## src/rtl/btn_pkg.sv

```systemverilog
// btn_pkg: shared state encodings and defaults for the board-input conditioners.
package btn_pkg;
  typedef enum logic [1:0] {
    ST_IDLE         = 2'd0,
    ST_PRESS_WAIT   = 2'd1,
    ST_PRESSED      = 2'd2,
    ST_RELEASE_WAIT = 2'd3
  } state_t;
  localparam int DEBOUNCE_DEFAULT = 250000;
  function automatic int max2(input int a, input int b);
    return a > b ? a : b;
  endfunction
endpackage

```

## src/rtl/sync2.sv

```systemverilog
// sync2: generic two-flop synchronizer with async active-low reset.
module sync2 #(
  parameter int W = 1
) (
  input  logic         clk,
  input  logic         rst,
  input  logic [W-1:0] d,
  output logic [W-1:0] q
);
  logic [W-1:0] m;
  always_ff @(posedge clk or negedge rst)
    if (!rst) {q, m} <= '0;
    else {q, m} <= {m, d};
endmodule

```

## src/rtl/button_conditioner.sv

```systemverilog
// button_conditioner: debounced level plus press/release pulses from a raw button.
// Optional auto-repeat on held buttons when BTN_AUTOREPEAT_EN is defined.
module button_conditioner
  import btn_pkg::*;
#(
  parameter int DEBOUNCE_CYCLES = DEBOUNCE_DEFAULT,
  parameter int CNT_W           = 18,
  parameter int REPEAT_DELAY    = 25000000,
  parameter int REPEAT_PERIOD   = 5000000
) (
  input  logic clk,
  input  logic rst,
  input  logic btn_in,
  output logic btn_level,
  output logic btn_press,
  output logic btn_release
);
  localparam logic [CNT_W-1:0] LAST = CNT_W'(DEBOUNCE_CYCLES - 1);
  state_t state, state_d;
  logic [CNT_W-1:0] cnt, cnt_d, cnt_inc;
  logic s2, level_d, press_d, release_d, tick;
  sync2 #(.W(1)) u_sync (.clk(clk), .rst(rst), .d(btn_in), .q(s2));
  assign cnt_inc = &cnt ? cnt : cnt + 1'b1;
  always_comb begin
    state_d   = state;
    cnt_d     = cnt;
    level_d   = btn_level;
    press_d   = 1'b0;
    release_d = 1'b0;
    case (state)
      ST_IDLE:
        if (s2) begin
          state_d = ST_PRESS_WAIT;
          cnt_d   = '0;
        end
      ST_PRESS_WAIT:
        if (!s2) state_d = ST_IDLE;
        else if (cnt == LAST) begin
          state_d = ST_PRESSED;
          cnt_d   = '0;
          level_d = 1'b1;
          press_d = 1'b1;
        end else cnt_d = cnt_inc;
      ST_PRESSED:
        if (!s2) begin
          state_d = ST_RELEASE_WAIT;
          cnt_d   = '0;
        end
      default:
        if (s2) state_d = ST_PRESSED;
        else if (cnt == LAST) begin
          state_d   = ST_IDLE;
          cnt_d     = '0;
          level_d   = 1'b0;
          release_d = 1'b1;
        end else cnt_d = cnt_inc;
    endcase
  end
  always_ff @(posedge clk or negedge rst)
    if (!rst) begin
      state       <= ST_IDLE;
      cnt         <= '0;
      btn_level   <= 1'b0;
      btn_press   <= 1'b0;
      btn_release <= 1'b0;
    end else begin
      state       <= state_d;
      cnt         <= cnt_d;
      btn_level   <= level_d;
      btn_press   <= press_d | tick;
      btn_release <= release_d;
    end
`ifdef BTN_AUTOREPEAT_EN
  localparam int REP_W = $clog2(max2(REPEAT_DELAY, REPEAT_PERIOD) + 1);
  logic [REP_W-1:0] rep, rep_d, rep_lim;
  logic phase, phase_d;
  // phase=0 waits out the initial delay, phase=1 counts repeat periods
  always_comb begin
    rep_lim = phase ? REP_W'(REPEAT_PERIOD - 1) : REP_W'(REPEAT_DELAY - 1);
    tick    = state == ST_PRESSED && s2 && rep == rep_lim;
    rep_d   = state_d == ST_IDLE ? '0 : (state == ST_PRESSED && s2) ? (tick ? '0 : rep + 1'b1) : rep;
    phase_d = state_d != ST_IDLE && (phase || tick);
  end
  always_ff @(posedge clk or negedge rst)
    if (!rst) begin
      rep   <= '0;
      phase <= 1'b0;
    end else begin
      rep   <= rep_d;
      phase <= phase_d;
    end
`else
  assign tick = 1'b0;
  if (DEBOUNCE_CYCLES < 1 || REPEAT_DELAY < 1 || REPEAT_PERIOD < 1) begin : g_bad_cfg
  end
`endif
endmodule

```

## config.mk

```make
export PLATFORM = sky130hd
export DESIGN_NAME = button_conditioner
export DESIGN_NICKNAME = d
export VERILOG_FILES = /design/src/rtl/btn_pkg.sv /design/src/rtl/sync2.sv /design/src/rtl/button_conditioner.sv
export SDC_FILE = /design/constraint.sdc
export NUM_CORES = 1
export LEC_CHECK = 0
export CELL_PAD_IN_SITES_DETAIL_PLACEMENT = 0
export CELL_PAD_IN_SITES_GLOBAL_PLACEMENT = 1
export CORE_ASPECT_RATIO = 2
export CORE_MARGIN = 5
export CORE_UTILIZATION = 26
export DETAILED_ROUTE_END_ITERATION = 8
export PLACE_DENSITY = 0.54
export SYNTH_ARGS = -nofsm -noshare
export SYNTH_HDL_FRONTEND = slang
export SYNTH_HIERARCHICAL = 1
export SYNTH_SLANG_ARGS = --single-unit
```

## constraint.sdc

```tcl
create_clock -name clk -period 2 [get_ports clk]
set_input_delay 0.6 -clock clk [delete_from_list [all_inputs] [get_ports clk]]
set_output_delay 0.6 -clock clk [all_outputs]
set_load 0.005 [all_outputs]
```

==> results of run 1 <==
-- registers in the layout (all words and copies together) (netlist names), named ones only --
signal,flops
btn_level,1
btn_press,1
btn_release,1
cnt,18
state,1
u_sync/m,1
u_sync/q,1
-- how the worst max path moves through the flow --
| stage | endpoint | slack, ps | depth (start not counted) | start |
|---|---|---|---|---|
| floorplan | cnt[4] | 40 | 8 | state[0] |
| global placement | cnt[10] | -100 | 10 | register |
| detailed placement | cnt[10] | -150 | 10 | register |
| global route | cnt[11] | -60 | 7 | cnt[1] |
| finish | cnt[11] | 70 | 8 | state[0] |
| CTS | cnt[12] | 3 | 6 | cnt[1] |
-- per-layer routing --
| metal | global-route usage | up-vias |
|---|---|---|
| met4 | 0.0552 | 0 |
| met5 | 0 | - |
| met1 | 0.112 | 676 |
| li1 | - | 652 |
| met3 | 0.00880 | 6 |
| met2 | 0.255 | 19 |
-- synthesized netlist by cell type (2+ instances only) --
master,number,area [sq um]
nand4_1,4,25.0
a21oi_1,7,35.0
dfrtp_1,25,626
a221o_1,2,20.0
o311ai_1,4,35.0
o21ai_0,7,35.0
and2_1,3,18.8
o2bb2ai_1,4,35.0
inv_1,9,33.8
and3_1,6,37.5
nand4b_1,2,17.5
buf_2,2,10.0
nand2_1,13,48.8
o21a_1,2,15.0
ha_1,7,87.6
nor2b_1,3,18.8
nand3_1,15,75.1
nor2_1,15,56.3
a22o_1,6,52.6
nand2b_1,2,12.5
nor3_1,3,15.0
-- metrics by stage --
stage          worst slack, ps  setup TNS, ps  power (uW)  cells
2_1_floorplan             44.2              0        1210    157
3_3_place_gp             -95.4           -381        1680    244
3_5_place_dp              -150           -665        1710    244
4_1_cts                   2.82              0        2120    250
5_1_grt                  -56.2           -157        2390    253
6_report                  67.0              0        2230    253
-- repair_timing --
action / in CTS / in global routing
resized for setup: 8 / 25
endpoints found under the hold margin: 0 / 0
pin swaps: 0 / 3
buffers inserted: 2 / 3
setup endpoints to repair: 9 / 19
-- layout make-up --
type | count | area share
clock inverters | 1 | 0.00388
clock buffers | 3 | 0.0213
inverters | 9 | 0.0175
repair buffers | 35 | 0.151
flip-flops and latches | 25 | 0.323
multi-input cells | 120 | 0.445
well taps | 60 | 0.0388
-- kinds of logic (layout without fill, tap and decap cells) --
kind of cell	after synthesis	in the layout	share of synthesized area
AO/OA/AOI/OAI	38	38	0.192
AND/OR/NAND/NOR	74	74	0.267
flip-flops	25	25	0.434
multiplexers	1	1	0.00782
adder cells (fa/ha/maj)	7	7	0.0608
buffers and inverters	12	48	0.0382
-- power by group through the flow --
stage	clock network, uW	logic [uW]	registers [uW]
6_report	316	1310	605
5_1_grt	345	1430	615
4_1_cts	324	1190	602
3_5_place_dp	0	1090	617
3_3_place_gp	0	1070	615
2_1_floorplan	0	599	616
==> summary.md, run 1 <==
| Metric | Value |
|---|---|
| Outcome | finished, final reports clean |
| Reg2reg setup slack | 70 ps |
| Sequential Area | 626 sq um |
| Sw Ratio | 0.408 |
| Critical path class | reg2reg |
| WL/cell | 16.3 um |
| Core Region | 5420 sq um |
| Rows | 38 |
| Synth Instances | 157 |
| Layout cells sized above 1 | 0.311 |
| Post-Syn Area | 1440 sq um |
| Crit path time final | 1930 ps |
| Multi-input gate area | 861 sq um |
| Clk buf depth | 2 |
| Post-route ant nets | 0 |
| Commonest non-fill, non-tap cell in the layout | buf_4 |
| Via count | 1353 |
| Min-delay src | u_sync/m |
| Area growth, synth to finish | 34.4% |
| Hold WC Path Type | reg2reg |
| Hold EP | u_sync/q |
| Final hold slack | 372 ps |
| Initial Util | 0.266 |
| Initial antenna violation count | 0 |
| Vias per cell | 5.35 |
| Met2 WL | 2560 um |
| CTS root buf | clkbuf_8 |
| First-pass GRT wire length | 6800 um |
| Peak Freq | 517 MHz |
| Highest routed layer | met4 |
| Max transition margin | 0.750 |
| Power Dens Cells | 1150 nW/um^2 |
| Hold path cells | 0 |
| Sequential Power Share | 0.271 |
| Yosys warns | 6 |
| I/O Buffers | 5 |
| Net Sw Power | 910 uW |
| GPL Wtd Cong | 0.822 |
| Crit-path max FO | 13 |
| Worst-path clk slew | 100 ps |
| Die Height | 115 um |
| Syn Nets | 167 |
| Ys async rst share | 1.00 |
| Main synth FF type | dfrtp_1 |
| RR Endpoint | cnt[11] |
| Max Cap Viol | 0 |
| CP Data Required Time | 2160 ps |
| Fillcell total | 590 |
| Cts bufs inserted | 3 |
| Most frequent cells in the layout | buf_4 (28), dfrtp_1 (25), nand3_1 (14), nor2_1 (13), nand2_1 (13) |
| CP delay by family, top | compound AO/OA/AOI/OAI gates |
| CP Buf/Inv Count | 3 |
| Post-layout nets | 204 |
| Maximum VDD drop | 0.711 mV |
| Worst-Margin Slew | 371 ps |
| CP peak stage delay | 410 ps |
| Hpwl dp | 3230 um |
| Top Ports | 6 |
| Mean Syn Cell Area | 9.17 sq um |
| DR pass1 iterations | 4 |
| Worst Setup End Kind | register |
| Final-report max-slew violation count | 0 |
| Met3 WL | 67 um |
| Worst reg2reg path startpoint | state[0] |
| Clk_skew | 7.16 ps |
| CTS tree | yes |
| Final hold violation count | 0 |
| Slowest cell on crit path | dfrtp_1 |
| Clock Latency Late Sink | 280 ps |
| # clock sinks | 25 |
| Sequential-to-total area share from yosys stat | 0.434 |
| Final setup violation count | 0 |
| Cells along the critical path | buf_4 > ha_4 > ha_2 > inv_2 > nand4_1 > a41o_1 > buf_6 > a221o_1 |
| Ant diodes | 0 |
| Synth cell types | 37 |
| Vias in the first global route | 1410 |
| Die Width | 62.6 um |
| DRT met1 WL | 1410 um |
| DIE AREA | 7220 sq um |
| DR DRC count | 0 |
| Drt total wl | 4140 um |
| H-Tree Depth | 1 |
| Clock power frac | 0.141 |
| Gr usage total | 0.121 |
| Worst r2r path cells | 8 |
| Unrepaired setup endpoints after global routing | true |
| Seq cells post-synth | 25 |
| Starting DRT DRC Count | 22 |
| Worst setup SP type | register |
| Final Util | 0.357 |
| Post-CTS Hold Buffers | 0 |
| Final Cell Area | 1940 sq um |
| Internal Power | 1320 uW |
| Placed inst area | 1740 sq um |
| Final clock period utilization by the worst path | 0.966 |
| CP Data Arrival Time | 2090 ps |
| Logic pwr share | 0.588 |
| Largest net degree at the start of global routing | 26 |
| Grt ovf | 0 |
| Pleak | 0.000835 uW |
| Post-synth EDFFs | 0 |
Note: power is estimated with default switching activity, not from simulation.
==> run 2, diff against run 1 <==
--- a/config.mk
+++ b/config.mk
@@ -11,7 +11,7 @@
 export CORE_MARGIN = 5
 export CORE_UTILIZATION = 26
 export DETAILED_ROUTE_END_ITERATION = 8
-export PLACE_DENSITY = 0.54
+export PLACE_DENSITY = 0.55
 export SYNTH_ARGS = -nofsm -noshare
 export SYNTH_HDL_FRONTEND = slang
 export SYNTH_HIERARCHICAL = 1
==> summary.md, run 2 (same netlist as run 1, synthesis figures left out) <==
| Metric | Value |
|---|---|
| Met2 GRT Util | 0.256 (+0.00139) |
| Grt met1 use | 0.106 (-0.00594) |
| Unrepaired setup endpoints after global routing | true |
| Layout cells sized above 1 | 0.333 (+0.0225) |
| Worst-Margin Slew | 321 ps (-49.9 ps) |
| Initial Util | 0.266 (unchanged) |
| Crit path time final | 1940 ps (+10.6 ps) |
| CTS tree | yes |
| Gr usage total | 0.117 (-0.00378) |
| Largest net degree at the start of global routing | 26 (unchanged) |
| CP Data Arrival Time | 2100 ps (about the same) |
| DR DRC count | 0 (unchanged) |
| Hpwl dp | 3270 um (+1.2%) |
| Hold path cells | 0 (unchanged) |
| Pleak | 0.000877 uW (+5.1%) |
| Via count | 1386 (+2.4%) |
| Hold WC Path Type | reg2reg |
| Drt total wl | 4130 um (-0.22%) |
| CP Data Required Time | 2160 ps (about the same) |
| Placed inst area | 1790 sq um (+2.7%) |
| Vias in the first global route | 1414 (+0.28%) |
| # clock sinks | 25 (unchanged) |
| Setup TNS after final layout | 0 ps (unchanged) |
| Peak Freq | 515 MHz (-0.55%) |
| Clk_skew | 3.44 ps (-3.72 ps) |
| Worst Setup End Kind | register |
| WL/cell | 15.8 um (-3.3%) |
| Worst-path clk slew | 90 ps (about the same) |
| I/O Buffers | 5 (unchanged) |
| Routing usage on met3 | 0.00978 (+0.000978) |
| GPL Wtd Cong | 0.769 (-6.5%) |
| Final-report max-slew violation count | 0 (unchanged) |
| Post-layout nets | 212 (+3.9%) |
| Initial antenna violation count | 0 (unchanged) |
| Top Ports | 6 (unchanged) |
| Starting DRT DRC Count | 27 (+23%) |
| Fillcell total | 579 (-1.9%) |
| Vias per cell | 5.31 (-0.70%) |
| Final setup violation count | 0 (unchanged) |
| Biggest register | cnt |
| Post-route ant nets | 0 (unchanged) |
| Max Cap Viol | 0 (unchanged) |
| Most frequent cells in the layout | buf_4 (33), dfrtp_1 (23), nand3_1 (15), nor2_1 (13), nand2_1 (13) |
| DIE AREA | 7220 sq um (unchanged) |
| Busiest metal layer after global routing | met2 |
| Area growth, synth to finish | 40.1% |
| Grt ovf | 0 (unchanged) |
| First-pass GRT wire length | 6680 um (-1.7%) |
| Clk buf depth | 2 (unchanged) |
| Die Height | 115 um (unchanged) |
| DR pass1 iterations | 4 (unchanged) |
| Clock Latency Late Sink | 270 ps (about the same) |
| Crit-path max FO | 4 (-9) |
| CTS root buf | clkbuf_8 |
| Outcome | finished, final reports clean |
| Max transition margin | 0.786 (+0.0358) |
| Core Region | 5420 sq um (unchanged) |
| Die Width | 62.6 um (unchanged) |
| Ant diodes | 0 (unchanged) |
| Final Cell Area | 2020 sq um (+4.3%) |
| Worst setup SP type | register |
| Final Util | 0.372 (+0.0152) |
| Commonest non-fill, non-tap cell in the layout | buf_4 |
| Power Dens Cells | 1190 nW/um^2 (+2.9%) |
| Cts bufs inserted | 3 (unchanged) |
| Maximum VDD drop | 0.774 mV (+8.8%) |
| Overall power | 2400 uW (+7.3%) |
| H-Tree Depth | 1 (unchanged) |
| Critical path class | reg2reg |
| Final hold violation count | 0 (unchanged) |
| Rows | 38 (unchanged) |
| Max reg flops | 18 (unchanged) |
| Worst r2r path cells | 6 (-2) |
| Final clock period utilization by the worst path | 0.972 (+0.00530) |
## run 2: worst paths after layout
kind                       slack [ps]  endpoint     start
setup / recovery                   60   cnt[15]   cnt[14]
hold / removal                    370  u_sync/q  u_sync/m
setup reg to reg                   60   cnt[15]   cnt[14]
hold reg to reg                   370  u_sync/q  u_sync/m
max in group asynchronous        1040  state[0]       rst
min in group asynchronous         700    cnt[3]       rst
## run 2: per-layer routing
metal	part of all wire	routed length (um)
met1	0.34	1390
met2	0.62	2560
met3	0.017	70
met4	0.026	109
met5	0	0
## run 2: what timing repair did
item | CTS | global route
endpoints found under the setup margin | 14 | 18
resized for setup | 11 | 27
hold buffers | 0 | 0
pin swaps | 2 | 7
buffers inserted | 3 | 2
## run 2: per-stage QoR
step / std cells / hold WS [ps] / setup slack [ps]
5_1_grt: 261 / 383 / -32.5
4_1_cts: 259 / 375 / -4.97
6_report: 261 / 372 / 56.4
2_1_floorplan: 157 / 304 / 44.2
3_5_place_dp: 252 / 340 / -85.4
3_3_place_gp: 252 / 346 / -54.6
## run 2: layout make-up
cell class                 instances  area (sq um)  share of cell area
clock buffer                       3          41.3              0.0205
clock inverter                     1          5.00             0.00248
inverter                           9          36.3              0.0180
multi-input combinational        120           878               0.435
sequential                        25           628               0.311
tap                               60          75.1              0.0372
timing repair buffer              43           354               0.175
## run 2: worst max-delay path: stages (launching register included)
cell      delay [ps]
dfrtp_2          420
nor4bb_2         340
nand4b_1         240
o21a_1           290
buf_6            130
and3_4           150
a221o_1          250
## run 2: power by group
| group | leakage (uW) | switching (uW) | total [uW] | internal [uW] |
|---|---|---|---|---|
| logic | 0.000517 | 724 | 1480 | 753 |
| clock network | 0.0000255 | 166 | 305 | 139 |
| registers | 0.000335 | 53.2 | 613 | 560 |
